**src/rtl/vga_scan_color_seq_if.sv**
```systemverilog
// ---------------------------------------------------------------------------
// vga_scan_color_seq_if
//   Control and video bus between a controller (master) and the VGA scan /
//   colour sequencer (slave).
//   Controller -> sequencer : en, auto_mode, step
//   Sequencer  -> controller: pix_x, pix_y, video_on, frame_tick, color_idx,
//                             color_onehot, hsync, vsync
// ---------------------------------------------------------------------------
interface vga_scan_color_seq_if #(
    parameter int XW      = 10,
    parameter int YW      = 10,
    parameter int NCOLORS = 8
);
    localparam int CW = (NCOLORS > 1) ? $clog2(NCOLORS) : 1;

    logic               en;
    logic               auto_mode;
    logic               step;
    logic [XW-1:0]      pix_x;
    logic [YW-1:0]      pix_y;
    logic               video_on;
    logic               frame_tick;
    logic [CW-1:0]      color_idx;
    logic [NCOLORS-1:0] color_onehot;
    logic               hsync;
    logic               vsync;

    modport master (
        output en, auto_mode, step,
        input  pix_x, pix_y, video_on, frame_tick, color_idx, color_onehot,
               hsync, vsync
    );

    modport slave (
        input  en, auto_mode, step,
        output pix_x, pix_y, video_on, frame_tick, color_idx, color_onehot,
               hsync, vsync
    );
endinterface

```
**src/rtl/vga_scan_color_seq.sv**
```systemverilog
// ---------------------------------------------------------------------------
// vga_scan_color_seq
//   VGA raster scan generator with a frame-timed colour sequencer. The colour
//   index advances every DWELL_FRAMES frames in auto mode, or on each step
//   pulse in either running mode.
//
//   Ports
//     clk      : pixel clock
//     reset_n  : asynchronous active-low reset
//     bus      : vga_scan_color_seq_if.slave
//                in : en, auto_mode, step
//                out: pix_x, pix_y, video_on (comb), frame_tick, color_idx,
//                     color_onehot, hsync, vsync (active low)
//
//   Optional feature macro: VGA_SYNC_OUT_EN
//     defined   : registered hsync/vsync from the porch/width parameters
//                 (H_FP, H_SW, V_FP, V_SW exist only in this build)
//     undefined : hsync = vsync = 1, no sync logic
//
//   state   | meaning
//   --------+-----------------------------------------------------------
//   IDLE    | en low: counters, colour and dwell frozen, no frame_tick
//   AUTO    | scanning; colour advances on dwell expiry or step
//   MANUAL  | scanning; colour advances on step only, dwell held at 0
// ---------------------------------------------------------------------------
module vga_scan_color_seq #(
    parameter int H_TOTAL      = 800,
    parameter int V_TOTAL      = 525,
    parameter int H_ACTIVE     = 640,
    parameter int V_ACTIVE     = 480,
    parameter int XW           = 10,
    parameter int YW           = 10,
    parameter int NCOLORS      = 8,
    parameter int DWELL_FRAMES = 60
`ifdef VGA_SYNC_OUT_EN
    ,
    parameter int H_FP         = 16,
    parameter int H_SW         = 96,
    parameter int V_FP         = 10,
    parameter int V_SW         = 2
`endif
) (
    input  logic                  clk,
    input  logic                  reset_n,
    vga_scan_color_seq_if.slave   bus
);

    localparam int CW = (NCOLORS > 1) ? $clog2(NCOLORS) : 1;
    localparam int DW = (DWELL_FRAMES > 1) ? $clog2(DWELL_FRAMES) : 1;

    localparam logic [XW-1:0] X_LAST   = XW'(H_TOTAL - 1);
    localparam logic [YW-1:0] Y_LAST   = YW'(V_TOTAL - 1);
    localparam logic [XW-1:0] X_ACTIVE = XW'(H_ACTIVE);
    localparam logic [YW-1:0] Y_ACTIVE = YW'(V_ACTIVE);
    localparam logic [CW-1:0] C_LAST   = CW'(NCOLORS - 1);
    localparam logic [DW-1:0] D_LAST   = DW'(DWELL_FRAMES - 1);

    typedef enum logic [1:0] {
        ST_IDLE   = 2'd0,
        ST_AUTO   = 2'd1,
        ST_MANUAL = 2'd2
    } state_t;

    state_t              state_q, state_d;
    logic [XW-1:0]       pix_x_q, pix_x_d;
    logic [YW-1:0]       pix_y_q, pix_y_d;
    logic                frame_tick_q, frame_tick_d;
    logic [CW-1:0]       color_q, color_d;
    logic [NCOLORS-1:0]  onehot_q, onehot_d;
    logic [DW-1:0]       dwell_q, dwell_d;

    logic run;
    logic x_wrap;
    logic y_wrap;
    logic dwell_expire;
    logic advance;

    always_ff @(posedge clk or negedge reset_n) begin
        if (!reset_n) begin
            state_q      <= ST_IDLE;
            pix_x_q      <= '0;
            pix_y_q      <= '0;
            frame_tick_q <= 1'b0;
            color_q      <= '0;
            onehot_q     <= {{(NCOLORS-1){1'b0}}, 1'b1};
            dwell_q      <= '0;
        end else begin
            state_q      <= state_d;
            pix_x_q      <= pix_x_d;
            pix_y_q      <= pix_y_d;
            frame_tick_q <= frame_tick_d;
            color_q      <= color_d;
            onehot_q     <= onehot_d;
            dwell_q      <= dwell_d;
        end
    end

    // The mode for this cycle is the next state, so a change on en or
    // auto_mode takes effect on the very edge it is sampled.
    always_comb begin
        state_d      = state_q;
        pix_x_d      = pix_x_q;
        pix_y_d      = pix_y_q;
        frame_tick_d = 1'b0;
        color_d      = color_q;
        dwell_d      = dwell_q;
        run          = 1'b0;
        dwell_expire = 1'b0;
        advance      = 1'b0;
        x_wrap       = (pix_x_q == X_LAST);
        y_wrap       = (pix_y_q == Y_LAST);

        case (state_q)
            ST_IDLE: begin
                if (bus.en) state_d = bus.auto_mode ? ST_AUTO : ST_MANUAL;
            end
            ST_AUTO: begin
                if (!bus.en)             state_d = ST_IDLE;
                else if (!bus.auto_mode) state_d = ST_MANUAL;
            end
            ST_MANUAL: begin
                if (!bus.en)            state_d = ST_IDLE;
                else if (bus.auto_mode) state_d = ST_AUTO;
            end
            default: state_d = ST_IDLE;
        endcase

        run = (state_d != ST_IDLE);

        if (run) begin
            if (x_wrap) begin
                pix_x_d = '0;
                pix_y_d = y_wrap ? '0 : pix_y_q + YW'(1);
            end else begin
                pix_x_d = pix_x_q + XW'(1);
            end
            frame_tick_d = x_wrap && y_wrap;
        end

        // Step and dwell expiry in the same cycle merge into one advance.
        dwell_expire = (state_d == ST_AUTO) && frame_tick_q && (dwell_q == D_LAST);
        advance      = (run && bus.step) || dwell_expire;

        case (state_d)
            ST_AUTO: begin
                if (advance)           dwell_d = '0;
                else if (frame_tick_q) dwell_d = dwell_q + DW'(1);
            end
            ST_MANUAL: dwell_d = '0;
            default:   dwell_d = dwell_q;
        endcase

        if (advance) color_d = (color_q == C_LAST) ? '0 : color_q + CW'(1);
    end

    // One-hot is built from the next index so both registers update together.
    assign onehot_d = {{(NCOLORS-1){1'b0}}, 1'b1} << color_d;

    assign bus.pix_x        = pix_x_q;
    assign bus.pix_y        = pix_y_q;
    assign bus.frame_tick   = frame_tick_q;
    assign bus.color_idx    = color_q;
    assign bus.color_onehot = onehot_q;
    assign bus.video_on     = bus.en && (pix_x_q < X_ACTIVE) && (pix_y_q < Y_ACTIVE);

`ifdef VGA_SYNC_OUT_EN
    logic hsync_q;
    logic vsync_q;
    logic hs_lo;
    logic vs_lo;

    assign hs_lo = (int'(pix_x_q) >= H_ACTIVE + H_FP) &&
                   (int'(pix_x_q) <  H_ACTIVE + H_FP + H_SW);
    assign vs_lo = (int'(pix_y_q) >= V_ACTIVE + V_FP) &&
                   (int'(pix_y_q) <  V_ACTIVE + V_FP + V_SW);

    // Decoded from the current counters, so syncs trail them by one cycle.
    always_ff @(posedge clk or negedge reset_n) begin
        if (!reset_n) begin
            hsync_q <= 1'b1;
            vsync_q <= 1'b1;
        end else if (bus.en) begin
            hsync_q <= ~hs_lo;
            vsync_q <= ~vs_lo;
        end
    end

    assign bus.hsync = hsync_q;
    assign bus.vsync = vsync_q;
`else
    assign bus.hsync = 1'b1;
    assign bus.vsync = 1'b1;
`endif

endmodule

```
**src/flat_wrapper.sv**
```systemverilog
// flat-port wrapper written by rule: the top's interface ports become plain ports
module vga_scan_color_seq_flat 
#(
    parameter int H_TOTAL      = 800,
    parameter int V_TOTAL      = 525,
    parameter int H_ACTIVE     = 640,
    parameter int V_ACTIVE     = 480,
    parameter int XW           = 10,
    parameter int YW           = 10,
    parameter int NCOLORS      = 8,
    parameter int DWELL_FRAMES = 60

)
  (clk, reset_n, bus_en, bus_auto_mode, bus_step, bus_pix_x, bus_pix_y, bus_video_on, bus_frame_tick, bus_color_idx, bus_color_onehot, bus_hsync, bus_vsync);
  vga_scan_color_seq_if #(.XW(XW), .YW(YW), .NCOLORS(NCOLORS)) bus_i ();
  input  logic clk;
  input  logic reset_n;
  input wire logic [$bits(bus_i.en)-1:0] bus_en;
  input wire logic [$bits(bus_i.auto_mode)-1:0] bus_auto_mode;
  input wire logic [$bits(bus_i.step)-1:0] bus_step;
  output wire logic [$bits(bus_i.pix_x)-1:0] bus_pix_x;
  output wire logic [$bits(bus_i.pix_y)-1:0] bus_pix_y;
  output wire logic [$bits(bus_i.video_on)-1:0] bus_video_on;
  output wire logic [$bits(bus_i.frame_tick)-1:0] bus_frame_tick;
  output wire logic [$bits(bus_i.color_idx)-1:0] bus_color_idx;
  output wire logic [$bits(bus_i.color_onehot)-1:0] bus_color_onehot;
  output wire logic [$bits(bus_i.hsync)-1:0] bus_hsync;
  output wire logic [$bits(bus_i.vsync)-1:0] bus_vsync;
  assign bus_i.en = bus_en;
  assign bus_i.auto_mode = bus_auto_mode;
  assign bus_i.step = bus_step;
  assign bus_pix_x = bus_i.pix_x;
  assign bus_pix_y = bus_i.pix_y;
  assign bus_video_on = bus_i.video_on;
  assign bus_frame_tick = bus_i.frame_tick;
  assign bus_color_idx = bus_i.color_idx;
  assign bus_color_onehot = bus_i.color_onehot;
  assign bus_hsync = bus_i.hsync;
  assign bus_vsync = bus_i.vsync;
  vga_scan_color_seq #(.H_TOTAL(H_TOTAL), .V_TOTAL(V_TOTAL), .H_ACTIVE(H_ACTIVE), .V_ACTIVE(V_ACTIVE), .XW(XW), .YW(YW), .NCOLORS(NCOLORS), .DWELL_FRAMES(DWELL_FRAMES)) u_core (.clk(clk), .reset_n(reset_n), .bus(bus_i));
endmodule
```
**config.mk**
```make
export PLATFORM = sky130hd
export DESIGN_NAME = vga_scan_color_seq_flat
export DESIGN_NICKNAME = d
export VERILOG_FILES = /design/src/rtl/vga_scan_color_seq_if.sv /design/src/rtl/vga_scan_color_seq.sv /design/src/flat_wrapper.sv
export SDC_FILE = /design/constraint.sdc
export NUM_CORES = 1
export LEC_CHECK = 0
export CELL_PAD_IN_SITES_DETAIL_PLACEMENT = 0
export CELL_PAD_IN_SITES_GLOBAL_PLACEMENT = 2
export CORE_MARGIN = 3
export CORE_UTILIZATION = 32
export DETAILED_ROUTE_END_ITERATION = 12
export PLACE_DENSITY_LB_ADDON = 0.12
export SETUP_SLACK_MARGIN = 0.1
export SYNTH_ARGS = -nofsm -noshare
export SYNTH_HDL_FRONTEND = slang
export SYNTH_SLANG_ARGS = --single-unit
```
**constraint.sdc**
```tcl
create_clock -name clk -period 3.05 [get_ports clk]
set_input_delay 0.61 -clock clk [delete_from_list [all_inputs] [get_ports clk]]
set_output_delay 0.61 -clock clk [all_outputs]
set_load 0.02 [all_outputs]
```
### Word-level counts from Yosys, hierarchy flattened

Cells that the tools add are included.

| operators by class | value |
|---|---|
| muxes and demuxes | 15 |
| shift-type cells | 1 |
| reduce and logical (&&, ||, !) cells | 12 |
| add/sub/neg operators | 4 |
| order comparisons | 2 |
| equality and inequality tests | 9 |

Operator list:

| operator | number |
|---|---|
| 10-bit by 1-bit adder with 10-bit output, second input constant | 2 |
| 10-bit == test, second input constant | 2 |
| 10-bit two-way mux | 2 |
| 2-bit two-way mux | 6 |
| 6-bit two-way mux | 2 |
| 6-bit one-hot mux with 2 select lines | 1 |
| 10-bit less-than comparator, second input constant | 1 |
| 10-bit by 9-bit less-than comparator with 1-bit output, second input constant | 1 |
| 1-bit by 3-bit left shift with 8-bit output, first input constant | 1 |
| 6-bit by 1-bit adder with 6-bit output, second input constant | 1 |
| 6-bit == test, second input constant | 1 |
| 1-bit logical AND | 6 |
| 3-bit two-way mux | 2 |
| 2-bit one-hot mux with 3 select lines | 1 |
| 2-bit by 1-bit == test with 1-bit output, second input constant | 2 |
| 2-bit == test, second input constant | 2 |
| 2-bit AND reduction | 2 |
| 2-bit nonzero test | 2 |
| 3-bit by 1-bit adder with 3-bit output, second input constant | 1 |
| 3-bit == test, second input constant | 1 |
| 3-bit by 1-bit != test with 1-bit output, second input constant | 1 |
| 2-bit logical NOT | 1 |
| 1-bit logical OR | 1 |
| 1-bit two-way mux | 1 |

| storage, ports and cells | value |
|---|---|
| word-level logic and storage cells | 50 |
| bits of input ports | 5 |
| bits in registers | 40 |

### Logic depth before layout (Yosys ltp)

Gate-level depths: netlist of the first run.

| depth | value |
|---|---|
| word-level depth | 9 |
| depth in mapped cells | 9 |
| mapped depth without buffers | 9 |

### Worst setup path after synthesis of the first run

No wires, ideal clock.

| timing | value |
|---|---|
| path kind | input port to flip-flop |
| start point | in bus_en |
| end point | reg u_core.pix_y_q[4] (netlist: u_core.bus.pix_y[4]) |
| stages on the path | 8 |
| data required time | 2.984 ns |
| data arrival time | 2.616 ns |
| path slack | 0.368 ns |
| cell sequence | nand2_1 -> or2_2 -> ha_1 -> nand3b_1 -> or4_1 -> buf_2 -> or4b_1 -> nand2_1 |

| between the ends | value |
|---|---|
| cells in the longest elaborated chain, start to end | 4 |
| elaborated cells between the ends (all ways) | 6 |
| those cells by class | mux (4); reduce/logical (2) |

RTL lines:

| item | RTL line | source |
|---|---|---|
| from (decl) | flat_wrapper.sv:18 | `input wire logic [$bits(bus_i.en)-1:0] bus_en;` |
| 2-bit two-way mux, on equally long branches | vga_scan_color_seq.sv:122, vga_scan_color_seq.sv:115, vga_scan_color_seq.sv:118 |  |
| 2-bit one-hot mux with 3 select lines * | vga_scan_color_seq.sv:113 | `case (state_q)` |
| 2-bit nonzero test * | vga_scan_color_seq.sv:128 | `run = (state_d != ST_IDLE);` |
| 2-bit AND reduction (no line) * | - |  |
| to (signal assigned) | vga_scan_color_seq.sv:90 | `pix_y_q <= pix_y_d;` |
| to (decl) | vga_scan_color_seq.sv:66 | `logic [YW-1:0] pix_y_q, pix_y_d;` |

Mark *: on every way between the ends. The rest lies on a longest branch, timed or not.
A chain may end at the register's enable or synchronous reset.

### Worst setup path in the final report of the first run

Same ends and word-level chain as after synthesis.

==> impl_summary.log, run 1 <==
INFO  metric routedWlPerCell = between 10 and 15 um
INFO  metric switching_power = about 0.67 mW
INFO  metric place_inst = 319
INFO  metric crit_path_max_incr_delay = 0.59 ns
INFO  metric maxClockFrequency = 360 MHz
INFO  metric synth_top_family_by_area = simple AND/OR/NAND/NOR gates
INFO  metric final_min_period_over_clock_period = 0.912
INFO  metric cp_max_fanout = 6
INFO  metric cts_hold_buf = 0
INFO  metric max_slew.worst_pin.slew = 0.915 ns
INFO  metric ant_nets = 0
INFO  metric number_of_global_route_vias_before_repair = around 1600
INFO  metric synth-async-reset-ratio = 1.00
INFO  metric initial_antenna_violation_count = 0
INFO  metric clk-insertion-delay-late = slightly below 0.3 ns
INFO  metric most-common-layout-cells = 39 x sky130_fd_sc_hd__dfrtp_1, 36 x sky130_fd_sc_hd__clkdlybuf4s50_1, 23 x sky130_fd_sc_hd__nand2_1
INFO  metric final_setup_vio_count = 0
INFO  metric synth_xor_area_frac = 0.0573
INFO  metric grt_max_degree = 41
INFO  metric remaining_drc_errors = 0
INFO  metric power.clock.fraction = 0.226
INFO  metric effective_utilization_at_floorplan = 0.334
INFO  metric finalNonFillerCells = 327
INFO  metric critical_path.endpoint_type = register
INFO  metric critical_path_required = between 3 and 4 ns
INFO  metric layout.nets = ~270
INFO  metric port_buffers = 37
INFO  metric yosys.cell_types.count = 42
INFO  metric flow.area_growth_from_synthesis = 32.1%
INFO  metric fin_crit = 2.78 ns
INFO  metric yosys.area.top_type_share = 0.491
INFO  metric gp_congestion = 0.784
INFO  metric postSynthRegisterBits = 40
INFO  metric crit_path_top_delay_cell = sky130_fd_sc_hd__or4_4
INFO  metric synthesis.yosys.warnings = 0
INFO  metric rows = 28
INFO  metric postSynthAreaPerCell = 9.98 um2
INFO  metric synthTopCellsByArea = sky130_fd_sc_hd__dfrtp_1 49%, sky130_fd_sc_hd__ha_1 5.7%, sky130_fd_sc_hd__nand2_1 4.3%
INFO  metric grt_pass1_wl = 7610 um
INFO  metric power.share.switching = 0.353
INFO  metric clock_tree_from_tritoncts = done
INFO  metric power.static_leakage = about 1.2 nW
INFO  metric power-per-cell-area = 725 nW/um2
INFO  metric drt-total-wl = 4400 um
INFO  metric synth_area = 1990 um2
INFO  metric synth_compound_gate_area_share = 0.0743
INFO  metric path_cells = clkdlybuf4s50_1 > nand2_1 > or2_2 > ha_1 > nand3b_1 > or4_4 > or4b_1 > nand2_1
INFO  metric outcome = finished clean
INFO  metric maxSlewHeadroom = 0.390
INFO  metric cts_inserted_buffers = 5
INFO  metric ioPinCount = 40
INFO  metric yosys.area_share.adder = 0.0567
INFO  metric synth-edff-count = 0
INFO  metric comb_power_share = 0.366
INFO  metric cp_common_cell = sky130_fd_sc_hd__nand2_1
INFO  metric die_h = 84.8 um
INFO  metric netlist.top_cell.by_area = sky130_fd_sc_hd__dfrtp_1
INFO  metric via_count = approximately 1600
INFO  metric timing.critical_path.from = bus_en
INFO  metric grt_util_all_layers = 0.130
INFO  metric cts_root_buffer = sky130_fd_sc_hd__clkbuf_8
INFO  metric grt_setup_unrepaired = no
INFO  metric yosys.area_share.simple = 0.246
INFO  metric grt_remaining_overflow = 0
INFO  metric layout-drive-gt1-share = 0.107
INFO  metric p_total = approximately 1.9 mW
INFO  metric worstHoldPathType = primary input to async pin
INFO  metric die_w = 84.8 um
INFO  metric maxCapViolations = 0
INFO  metric worst_ir_drop_vdd = 487 uV
INFO  metric drt_first_iter_violations = 54
INFO  metric cts-root-to-sink-buffers = 2
INFO  metric timing_hold_violations_final = 0
INFO  metric die_area = 7190 um2
INFO  metric final-max-slew-violation-count = 0
INFO  metric sequentialPowerShare = 0.408
INFO  metric core_region_area = 5960 um2
INFO  metric worst_clock_skew = 0.00511 ns
INFO  metric ctsHtreeMaxLevel = 2
INFO  metric syn_inst_count = 199
INFO  metric antenna_cells = 0
INFO  metric post-dp-hpwl = 3190 um
INFO  metric cp.arrival = 3.02 ns
INFO  metric cts_sinks = 40
INFO  metric synth.yosys.seq_area_share = 0.504
INFO  metric num-fill-cells = 581
INFO  metric clk_transition_reported_paths = 0.08 ns
INFO  metric avgViaCountPerCell = about 4.8
INFO  metric leading_cell_type_in_the_layout_fill_and_taps_excluded = sky130_fd_sc_hd__dfrtp_1
INFO  metric cts_setup_buffers = 0
INFO  metric regToRegStartpoint = u_core.state_q[1]
INFO  metric synth.area.mux_share = 0.0321
INFO  metric cellInternalPower = 1.23 mW
INFO  metric placement.cell_area = between 2000 and 3000 um2
INFO  metric worst-setup-path-type = primary input to register
INFO  metric post_route_cell_area = 2620 um2
INFO  metric synth_top_flop_cell = sky130_fd_sc_hd__dfrtp_1
INFO  metric timing.critical_path.from_type = primary input
INFO  metric drt-pass1-iter-count = 4
## power by group through the flow
| stage | combinational (mW) | sequential (mW) | clock [mW] |
|---|---|---|---|
| final | 0.697 | 0.776 | 0.429 |
| after global placement | 0.702 | 0.789 | 0 |
| after CTS | 0.707 | 0.779 | 0.447 |
| after floorplan | 0.286 | 0.883 | 0 |
| after detailed placement | 0.702 | 0.786 | 0 |
| after global routing | 0.768 | 0.799 | 0.470 |
## flip-flops by register name, indices dropped and copies added, names as in the netlist
name and count:
u_core.bus.color_onehot 8, u_core.bus.pix_y 10, u_core.state_q 2, u_core.bus.color_idx 3
u_core.bus.frame_tick 1, u_core.dwell_q 6, u_core.bus.pix_x 10
## timing repair
item	4_1_cts	5_1_grt
endpoints found under the hold margin	0	0
resized for setup	0	1
setup endpoints to repair	0	1
## worst max-delay path, delay by kind of cell
family / cells / cell delay [ns]
simple gates: 6 / 1.68
fa+ha+maj: 1 / 0.21
buf+inv: 1 / 0.51
## per-layer routing
| metal | up-vias | global-route usage | share of wire |
|---|---|---|---|
| met1 | 733 | 0.186 | 0.51 |
| met2 | 31 | 0.193 | 0.44 |
| li1 | 796 | - | - |
| met3 | 4 | 0.0363 | 0.039 |
| met5 | - | 0 | 0 |
| met4 | 0 | 0.0345 | 0.0077 |
## final cells by class
cell class                 count  area (um2)  area share
clock inverter                 2        35.0      0.0134
sequential                    40        1000       0.382
tap                           75        93.8      0.0358
inverter                       7        26.3      0.0100
clock buffer                   6        72.6      0.0277
timing repair buffer          49         455       0.174
multi-input combinational    148         938       0.358
## kinds of logic after synthesis
| family | after synthesis |
|---|---|
| simple gates | 94 |
| flops | 40 |
| compound gates | 24 |
| xor+xnor | 13 |
| buf+inv | 12 |
| fa+ha+maj | 9 |
| mux | 6 |
| other cells | 1 |
## path summary, 6_finish.rpt
kind	end	depth (start not counted)	slack (ns)
min reg2reg	u_core.dwell_q[0]	1	0.53
max reg2reg	u_core.bus.pix_y[4]	8	0.65
min in group clk	u_core.dwell_q[0]	1	0.53
max	u_core.bus.pix_y[4]	8	0.27
max in group asynchronous	u_core.bus.color_idx[1]	1	2.02
min	u_core.bus.pix_y[5]	1	0.45
## synth_stat cells (all sizes together) (5+ instances only)
cell / instances
nand2: 23
a31oi: 5
ha: 9
inv: 7
nor2: 20
nand3: 10
xor2: 9
dfrtp: 39
nand2b: 6
o21ai: 10
## per-stage QoR
stage	util	TNS, ns	worst slack, ns	hold slack [ns]
floorplan	-	0	0.368	0.314
global placement	0.422	-0.154	-0.0938	0.507
detailed placement	0.422	-0.330	-0.133	0.517
CTS	0.440	0	0.175	0.474
global route	0.441	0	0.140	0.523
finish	0.441	0	0.268	0.448
Power figures use the tool's default switching activity.
==> run 2: changes to the inputs <==
--- a/config.mk
+++ b/config.mk
@@ -5,6 +5,7 @@
 export SDC_FILE = /design/constraint.sdc
 export NUM_CORES = 1
 export LEC_CHECK = 0
+export CAP_MARGIN = 0
 export CELL_PAD_IN_SITES_DETAIL_PLACEMENT = 0
 export CELL_PAD_IN_SITES_GLOBAL_PLACEMENT = 2
 export CORE_MARGIN = 3
==> results of run 2 <==
No change in the layout: final DEF, timing and power equal those of run 1.
==> run 3: changes to the inputs <==
--- a/config.mk
+++ b/config.mk
@@ -5,6 +5,7 @@
 export SDC_FILE = /design/constraint.sdc
 export NUM_CORES = 1
 export LEC_CHECK = 0
+export ABC_AREA = 0
 export CAP_MARGIN = 0
 export CELL_PAD_IN_SITES_DETAIL_PLACEMENT = 0
 export CELL_PAD_IN_SITES_GLOBAL_PLACEMENT = 2
==> results of run 3 <==
No change in the layout: final DEF, timing and power equal those of run 1.
